**src/rtl/ddc_agc_pkg.sv**
```systemverilog
// Shared types and helpers for the DDC automatic gain controller.
package ddc_agc_pkg;

    localparam int unsigned SHIFT_W = 8;
    localparam int unsigned LEAD_W  = 6;

    typedef enum logic [2:0] {
        ST_IDLE,
        ST_CLEAR,
        ST_MEASURE,
        ST_SETTLE,
        ST_DECIDE,
        ST_APPLY
    } state_e;

    // Largest useful right shift: input magnitude range minus output range.
    function automatic int unsigned max_shift(input int unsigned in_w, input int unsigned out_w);
        return in_w - out_w;
    endfunction

endpackage

```
**src/rtl/lead_one_detect.sv**
```systemverilog
// Magnitude bit count of a signed peak; negative or zero peaks report 0.
module lead_one_detect
    import ddc_agc_pkg::*;
#(
    parameter int unsigned W = 34
) (
    input  logic [W-1:0]      data_i,
    output logic [LEAD_W-1:0] n_c
);

    always_comb begin
        n_c = '0;
        if (!data_i[W-1]) begin
            for (int i = 0; i < int'(W) - 1; i++) begin
                if (data_i[i]) n_c = LEAD_W'(i + 1);
            end
        end
    end

endmodule

```
**src/rtl/ddc_agc_ctrl.sv**
```systemverilog
// Window-based AGC sequencer: clears the peak detectors, measures, and derives the gain-stage shift.
module ddc_agc_ctrl
    import ddc_agc_pkg::*;
#(
    parameter int unsigned INPUT_WIDTH  = 34,
    parameter int unsigned OUTPUT_WIDTH = 18,
    parameter int unsigned ADJ_WIDTH    = 16,
    parameter int unsigned WIN_WIDTH    = 24,
    parameter int unsigned SETTLE_CYC   = 3
) (
    input  logic                   clk,
    input  logic                   rst,
    input  logic                   agc_en,
    input  logic [ADJ_WIDTH-1:0]   manual_adj,
    input  logic [WIN_WIDTH-1:0]   win_len,
    input  logic [3:0]             headroom,
    input  logic                   nd,
    input  logic [INPUT_WIDTH-1:0] max_in,
    output logic                   peak_clr,
    output logic [ADJ_WIDTH-1:0]   adjust,
    output logic                   adj_update,
    output logic [INPUT_WIDTH-1:0] peak_latched,
    output logic [LEAD_W-1:0]      lead_pos,
    output logic                   sat_flag,
    output logic                   busy
);

    localparam int unsigned          MAX_SHIFT = max_shift(INPUT_WIDTH, OUTPUT_WIDTH);
    localparam logic [ADJ_WIDTH-1:0] MAX_ADJ   = ADJ_WIDTH'(MAX_SHIFT);
    localparam logic [WIN_WIDTH-1:0] SETTLE_LAST = WIN_WIDTH'(SETTLE_CYC - 1);

    state_e                 state_q, state_d;
    logic [WIN_WIDTH-1:0]   cnt_q, cnt_d;
    logic [WIN_WIDTH-1:0]   shadow_q, shadow_d;
    logic [ADJ_WIDTH-1:0]   desired_q, desired_d;
    logic [ADJ_WIDTH-1:0]   adjust_q, adjust_d;
    logic                   peak_clr_q, peak_clr_d;
    logic                   adj_update_q, adj_update_d;
    logic [INPUT_WIDTH-1:0] peak_q, peak_d;
    logic [LEAD_W-1:0]      lead_q, lead_d;
    logic                   sat_q, sat_d;
    logic                   busy_q, busy_d;

    logic [LEAD_W-1:0]          lead_n;
    logic signed [SHIFT_W-1:0]  raw_s;
    logic                       over_c;
    logic [ADJ_WIDTH-1:0]       desired_c;
    logic [ADJ_WIDTH-1:0]       manual_c;

    lead_one_detect #(
        .W (INPUT_WIDTH)
    ) u_lod (
        .data_i (max_in),
        .n_c    (lead_n)
    );

    // Shift needed to bring the peak just under output full scale, clamped to the legal range.
    always_comb begin
        raw_s  = $signed(SHIFT_W'(lead_n) + SHIFT_W'(headroom) - SHIFT_W'(OUTPUT_WIDTH - 1));
        over_c = raw_s > $signed(SHIFT_W'(MAX_SHIFT));
        if (raw_s[SHIFT_W-1])
            desired_c = '0;
        else if (over_c)
            desired_c = MAX_ADJ;
        else
            desired_c = ADJ_WIDTH'($unsigned(raw_s));
        manual_c = (manual_adj > MAX_ADJ) ? MAX_ADJ : manual_adj;
    end

    always_comb begin
        state_d      = state_q;
        cnt_d        = cnt_q;
        shadow_d     = shadow_q;
        desired_d    = desired_q;
        adjust_d     = adjust_q;
        peak_clr_d   = 1'b0;
        adj_update_d = 1'b0;
        peak_d       = peak_q;
        lead_d       = lead_q;
        sat_d        = sat_q;

        // Dropping agc_en mid-window abandons it; APPLY still completes its own step.
        if (!agc_en && state_q != ST_IDLE && state_q != ST_APPLY) begin
            state_d = ST_IDLE;
        end else begin
            case (state_q)
                ST_IDLE: begin
                    adjust_d = manual_c;
                    if (agc_en) state_d = ST_CLEAR;
                end
                ST_CLEAR: begin
                    peak_clr_d = 1'b1;
                    shadow_d   = (win_len == '0) ? WIN_WIDTH'(1) : win_len;
                    cnt_d      = '0;
                    sat_d      = 1'b0;
                    state_d    = ST_MEASURE;
                end
                ST_MEASURE: begin
                    if (nd) begin
                        if (cnt_q == shadow_q - WIN_WIDTH'(1)) begin
                            cnt_d   = '0;
                            state_d = ST_SETTLE;
                        end else begin
                            cnt_d = cnt_q + WIN_WIDTH'(1);
                        end
                    end
                end
                ST_SETTLE: begin
                    if (cnt_q == SETTLE_LAST) begin
                        cnt_d   = '0;
                        state_d = ST_DECIDE;
                    end else begin
                        cnt_d = cnt_q + WIN_WIDTH'(1);
                    end
                end
                ST_DECIDE: begin
                    peak_d    = max_in;
                    lead_d    = lead_n;
                    desired_d = desired_c;
                    if (over_c) sat_d = 1'b1;
                    state_d   = ST_APPLY;
                end
                ST_APPLY: begin
                    // Fast attack, one-step decay per window.
                    if (desired_q > adjust_q) begin
                        adjust_d     = desired_q;
                        adj_update_d = 1'b1;
                    end else if (desired_q < adjust_q) begin
                        adjust_d     = adjust_q - ADJ_WIDTH'(1);
                        adj_update_d = 1'b1;
                    end
                    state_d = agc_en ? ST_CLEAR : ST_IDLE;
                end
                default: state_d = ST_IDLE;
            endcase
        end

        busy_d = (state_d != ST_IDLE);
    end

    always_ff @(posedge clk or negedge rst) begin
        if (!rst) begin
            state_q      <= ST_IDLE;
            cnt_q        <= '0;
            shadow_q     <= '0;
            desired_q    <= '0;
            adjust_q     <= '0;
            peak_clr_q   <= 1'b0;
            adj_update_q <= 1'b0;
            peak_q       <= '0;
            lead_q       <= '0;
            sat_q        <= 1'b0;
            busy_q       <= 1'b0;
        end else begin
            state_q      <= state_d;
            cnt_q        <= cnt_d;
            shadow_q     <= shadow_d;
            desired_q    <= desired_d;
            adjust_q     <= adjust_d;
            peak_clr_q   <= peak_clr_d;
            adj_update_q <= adj_update_d;
            peak_q       <= peak_d;
            lead_q       <= lead_d;
            sat_q        <= sat_d;
            busy_q       <= busy_d;
        end
    end

    assign peak_clr     = peak_clr_q;
    assign adjust       = adjust_q;
    assign adj_update   = adj_update_q;
    assign peak_latched = peak_q;
    assign lead_pos     = lead_q;
    assign sat_flag     = sat_q;
    assign busy         = busy_q;

endmodule

```
**config.mk**
```make
export PLATFORM = sky130hd
export DESIGN_NAME = ddc_agc_ctrl
export DESIGN_NICKNAME = d
export VERILOG_FILES = /design/src/rtl/ddc_agc_pkg.sv /design/src/rtl/lead_one_detect.sv /design/src/rtl/ddc_agc_ctrl.sv
export SDC_FILE = /design/constraint.sdc
export NUM_CORES = 1
export LEC_CHECK = 0
export ABC_AREA = 1
export ABC_CLOCK_PERIOD_IN_PS = 3400
export CORE_MARGIN = 1
export CORE_UTILIZATION = 52
export DETAILED_ROUTE_END_ITERATION = 6
export GPL_ROUTABILITY_DRIVEN = 0
export PLACE_DENSITY = 0.83
export SETUP_SLACK_MARGIN = 0.5
export SYNTH_ARGS = -nofsm -noshare
export SYNTH_HDL_FRONTEND = slang
export SYNTH_SLANG_ARGS = --single-unit
```
**constraint.sdc**
```tcl
create_clock -name clk -period 3.4 [get_ports clk]
set_input_delay 0.68 -clock clk [delete_from_list [all_inputs] [get_ports clk]]
set_output_delay 0.68 -clock clk [all_outputs]
set_load 0.05 [all_outputs]
```
==> results.toml, run 1 <==
[clock_tree]
htree_num_levels = 4
cts.sinks = 118
clk_pin_slew_ns = 0.05
cts_made_buffers = 17
clockBufferDepth = 2
insertion_delay_ns = 0.41
clockRootBuffer = "clkbuf_16"
cts_tree = "yes"

[grt]
track_usage = 0.292
antenna_found_initial = 0
grt_max_degree = 85
grt_pass1_wl_um = 30500
grt_overflow_total = 0
grt_pass1_vias = 6538

[floorplanning]
io_pins = 142
dieArea_sq_mm = 0.0137
core_sq_mm = 0.0128
initial_core_util = 0.540
die_w_um = 117
rows = 41
dieHeight_um = 117

[logic_synthesis]
synthMuxAreaShare = 0
synth-compound-area-share = 0.110
ys.warnings.count = 0
postSynthCellCount = 886
syn_area_sq_mm = 0.00689
synth_xor_area_frac = 0.0902
synth-simple-area-share = 0.246
ys_types = 46
synth_edf_count = 0
ys_seq_area_frac = 0.428
yosysTopAreaCell = "dfrtp_1"
synth.top_cell.area_share = 0.428
ys_seq_elements = 118
synth_fa_ha_area_frac = 0.0374
synth_top_family_by_area = "simple AND/OR/NAND/NOR gates"
syn_avg_cell_area_sq_um = 7.78
synth_ff_type = "dfrtp_1"
synthTopCellsByArea = "dfrtp_1 43%, nand2_1 11%, inv_1 7.3%, xor2_1 6.0%, o21ai_0 5.7%"
synthArstFlopShare = 1.00
synth_fp_nets = 988

[sta]
holdWs_ns = 0.384
fin_crit_ns = 3.76
hold_viol = 0
skew_ns = 0.00702
rsz0062_at_grt = "true"
finalSetupViolCount = 7
slew_headroom = 0.393
fin_ws_ns = -0.359
tightest_slew_ns = 0.911
fmax_mhz = 266
post-route-period-util = 1.11
drv_slew = 0
tns_ns = -2.10

[placed_design]
place_area_sq_mm = 0.00868
dp_hpwl_um = 12000
portBuffers = 141

[finish]
nets = 1209
drive_gt1_frac = 0.181
synthToLayoutAreaGrowth_pct = 46.9
multi_input_area_sq_mm = 0.00374
mostFrequentLayoutCells = "190 x nand2_1, 130 x clkdlybuf4s50_1, 123 x inv_1, 117 x dfrtp_1, 74 x o21ai_0"
layout_commonest_cell = "nand2_1"
finalInstanceArea_sq_mm = 0.0101
seqCellArea_sq_mm = 0.00295
n_fill_cell = 765
antennaDiodeCount = 0
final_util = 0.793

[setup_path]
crit_path_max_fanout = 2
worstPathArrival_ns = 4.05
critPathKind = "in2reg"
crit_top_cell = "nand2_1"
cpLargestDelayFamily = "simple AND/OR/NAND/NOR gates"
worstSetupStartpointType = "input port"
crit_start = "max_in[1]"
worst-path-buf-inv = 4
crit_path_end_kind = "flip-flop"
critical_path.max_stage_delay_ns = 0.36
crit_slowest_cell = "fa_2"
crit_required_ns = 3.69
r2r-start = "shadow_q[0]"

[power]
vdd_ir_drop_max_mv = 0.643
power.leakage_uw = 0.00473
power.density_mw_per_mm2 = 741

[route]
dr.pass1.iters = 6
dr_total_vias = 6883
wl_um = 19900
drt_iter0_markers = 400
drt-wirelength-per-cell_um = 15.4
drc = 0
ant_nets = 0
viasPerCell = 5.33

[run_status]
status = "finished with violations"
violations = "negative setup slack"

[min_path]
min_path_type = "in2async"

[flow_run]
cap_violations = 0
-- final timing paths --
check	endpoint	slack [ns]	cells after the start
setup / recovery	desired_q[4]	-0.36	46
hold / removal	shadow_q[19]	0.38	1
setup reg to reg	cnt_q[5]	0.23	18
hold reg to reg	lead_pos[5]	0.48	2
max in group asynchronous	peak_latched[30]	2.23	2
min in group clk	lead_pos[5]	0.48	2
-- synthesized netlist by cell type (all sizes together), types with 2 or more instances --
master / instances
xnor2: 24
o311ai: 2
xor2: 47
o22ai: 6
o31ai: 3
ha: 19
o211ai: 3
a211oi: 4
nand3: 29
nand4: 14
nor3: 21
a22oi: 6
o41ai: 3
nor3b: 3
o21ai: 79
dfrtp: 118
nor4: 19
and2: 2
a21oi: 19
a31oi: 3
inv: 134
clkbuf: 22
nand2: 199
clkinv: 2
nor2: 93
-- registers in the layout, summed over array words and instances (netlist names) --
| signal | count |
|---|---|
| adj_update | 1 |
| state_q | 3 |
| cnt_q | 24 |
| lead_pos | 6 |
| shadow_q | 24 |
| peak_clr | 1 |
| adjust | 16 |
| sat_flag | 1 |
| peak_latched | 34 |
| busy | 1 |
| desired_q | 7 |
-- power breakdown --
group | switching, uW | internal [uW] | total (uW)
sequential | 387 | 1800 | 2190
combinational | 2230 | 1350 | 3580
clock | 632 | 1100 | 1730
-- cells by family (layout without fill, tap and decap cells) --
kind of cell	count (synthesis)	count (layout)
DFF	118	118
adders and majority gates	20	20
and+or+nand+nor	384	384
xor gates and xnor gates	71	71
buffers and inverters	159	392
AOI/OAI and AO/OA	134	134
-- final cells by class --
type | count | share of cell area
multi-input cells | 609 | 0.369
flip-flops and latches | 118 | 0.292
repair buffers | 225 | 0.211
inverters | 136 | 0.0509
clock buffers | 20 | 0.0451
well taps | 172 | 0.0213
clock inverters | 11 | 0.0106
-- timing repair --
action,CTS,global route
endpoints found under the setup margin,32,33
hold buffers,0,0
resized for setup,88,55
pin swaps,31,40
cloned,1,0
buffers inserted,45,8
-- metal layers --
layer	up-vias	global-route usage	routed length, um
li1	3308	-	-
met3	47	0.0922	1410
met2	249	0.499	10100
met5	-	0	0
met1	3279	0.343	7840
met4	0	0.111	545
-- per-stage QoR --
stage	std cells	power (uW)	worst slack, ns
6_report	1291	7500	-0.359
5_1_grt	1291	7880	-0.770
4_1_cts	1283	7190	-0.271
3_5_place_dp	1206	5060	-1.03
3_3_place_gp	1206	5000	-0.947
2_1_floorplan	886	4110	-0.232
Note: power is estimated with default switching activity, not from simulation.
==> inputs of run 2 (changes only) <==
--- a/config.mk
+++ b/config.mk
@@ -7,8 +7,10 @@
 export LEC_CHECK = 0
 export ABC_AREA = 1
 export ABC_CLOCK_PERIOD_IN_PS = 3400
+export CELL_PAD_IN_SITES_DETAIL_PLACEMENT = 1
+export CELL_PAD_IN_SITES_GLOBAL_PLACEMENT = 2
 export CORE_MARGIN = 1
-export CORE_UTILIZATION = 52
+export CORE_UTILIZATION = 30
 export DETAILED_ROUTE_END_ITERATION = 6
 export GPL_ROUTABILITY_DRIVEN = 0
 export PLACE_DENSITY = 0.83
@@ -16,3 +18,4 @@
 export SYNTH_ARGS = -nofsm -noshare
 export SYNTH_HDL_FRONTEND = slang
 export SYNTH_SLANG_ARGS = --single-unit
+export TNS_END_PERCENT = 10
==> run 2 against run 1 <==
Net effect:
- the run still ends with negative setup slack left
- maximum frequency down 0.83%
- utilization down 35 points
- sequential share of layout area is 0.30 points higher
- critical path depth down 5
- setup slack worse by 0.031 ns
- clock skew rose by 0.0030 ns
- global-route usage is 9.7 points lower
- via count down 4.0%
- final area shrank 1.1%
- sequential cell count is the same
- critical path type unchanged
==> results.toml, run 2 (synthesized netlist as in run 1, its figures left out) <==
[finish]
antennaDiodeCount = 0
synthToLayoutAreaGrowth_pct = 45.3
drive_gt1_frac = 0.147
largest_reg_flops = 34
layout_commonest_cell = "nand2_1"
mostFrequentLayoutCells = "191 x nand2_1, 130 x clkdlybuf4s50_1, 125 x inv_1, 118 x dfrtp_1, 91 x nor2_1"
nets = 1206

[sta]
fin_ws_ns = -0.390
tns_ns = -2.27
fmax_mhz = 264
post-route-period-util = 1.11
tightest_slew_ns = 0.821
hold_viol = 0
drv_slew = 0
finalSetupViolCount = 7
fin_crit_ns = 3.79
rsz0062_at_grt = "true"
slew_headroom = 0.453
skew_ns = 0.0101

[run_status]
violations = "negative setup slack"
status = "finished with violations"

[grt]
grt_pass1_vias = 7126
antenna_found_initial = 0
use_met3 = 0.0702
grt_overflow_total = 0
grt_use_met2 = 0.336
grt.busiest_layer = "met2"
grt_max_degree = 75
grt_use_met1 = 0.232
grt_pass1_wl_um = 36400
track_usage = 0.195

[setup_path]
critPathKind = "in2reg"
crit_path_max_fanout = 2
crit_top_cell = "nand2_1"
crit_required_ns = 3.70
worstPathArrival_ns = 4.09
crit_slowest_cell = "fa_2"
worstSetupStartpointType = "input port"
crit_path_end_kind = "flip-flop"
critical_path.max_stage_delay_ns = 0.37

[placed_design]
pre_cts_ws_ns = -1.26
dp_hpwl_um = 15500
portBuffers = 141

[clock_tree]
cts_tree = "yes"
htree_num_levels = 4
cts.sinks = 118
clockRootBuffer = "clkbuf_16"
cts_made_buffers = 17
clockBufferDepth = 2
clk_pin_slew_ns = 0.06
insertion_delay_ns = 0.42

[route]
drc = 0
ant_nets = 0
wl_um = 21900
viasPerCell = 4.72
drt-wirelength-per-cell_um = 15.7
dr.pass1.iters = 4
dr_total_vias = 6605
drt_iter0_markers = 223

[floorplanning]
dieArea_sq_mm = 0.0236
dieHeight_um = 154
initial_core_util = 0.305
rows = 55
die_w_um = 154
core_sq_mm = 0.0226
io_pins = 142

[flow_run]
cap_violations = 0

[power]
vdd_ir_drop_max_mv = 0.465
power.leakage_uw = 0.00471
power.density_mw_per_mm2 = 722

[min_path]
min_path_type = "in2async"
-- run 2: timing repair --
action	CTS	global route
gates resized for setup	64	25
hold buffers	0	0
pin swaps	56	26
buffers inserted	31	0
endpoints found under the setup margin	32	37
-- run 2: metal layers --
metal,share of wire,vias up
li1,-,3282
met1,0.43,3188
met2,0.49,121
met3,0.065,14
met4,0.0093,0
met5,0,-
-- run 2: path summary, 6_finish.rpt --
check                            start         endpoint  slack (ns)  cells after the start
setup / recovery             max_in[6]     desired_q[4]       -0.39                     41
hold / removal                     rst       adjust[14]        0.34                      1
setup reg to reg           shadow_q[0]         cnt_q[8]        0.27                     16
hold reg to reg            lead_pos[5]      lead_pos[5]        0.48                      2
max in group asynchronous          rst  peak_latched[5]        2.30                      2
min in group clk           lead_pos[5]      lead_pos[5]        0.48                      2
-- run 2: stage by stage --
step | area, sq um | std cells | utilization | hold slack, ns | total power [uW]
floorplan | 6910 | 886 | - | 0.384 | 4110
global placement | 8970 | 1339 | 0.397 | 0.464 | 5160
detailed placement | 8970 | 1339 | 0.397 | 0.464 | 5220
CTS | 9920 | 1400 | 0.440 | 0.389 | 7280
global route | 10000 | 1400 | 0.444 | 0.416 | 7690
finish | 10000 | 1400 | 0.444 | 0.342 | 7240
-- run 2: where the power goes --
group / switching [uW] / internal (uW)
sequential: 393 / 1800
combinational: 2050 / 1150
clock: 654 / 1200
total: 3090 / 4150
-- run 2: layout make-up --
| type | count | area (sq um) |
|---|---|---|
| clock inverters | 8 | 124 |
| repair buffers | 222 | 2070 |
| multi-input cells | 609 | 3520 |
| inverters | 136 | 513 |
| clock buffers | 22 | 474 |
| flip-flops and latches | 118 | 2950 |
| well taps | 285 | 357 |
| fillers | 2736 | 12600 |
-- run 2: worst max-delay path: cells and delay by family --
| kind | cells | cell delay, ns |
|---|---|---|
| compound gates | 3 | 0.46 |
| fa+ha+maj | 3 | 0.68 |
| simple gates | 31 | 1.79 |
| buf+inv | 4 | 0.45 |
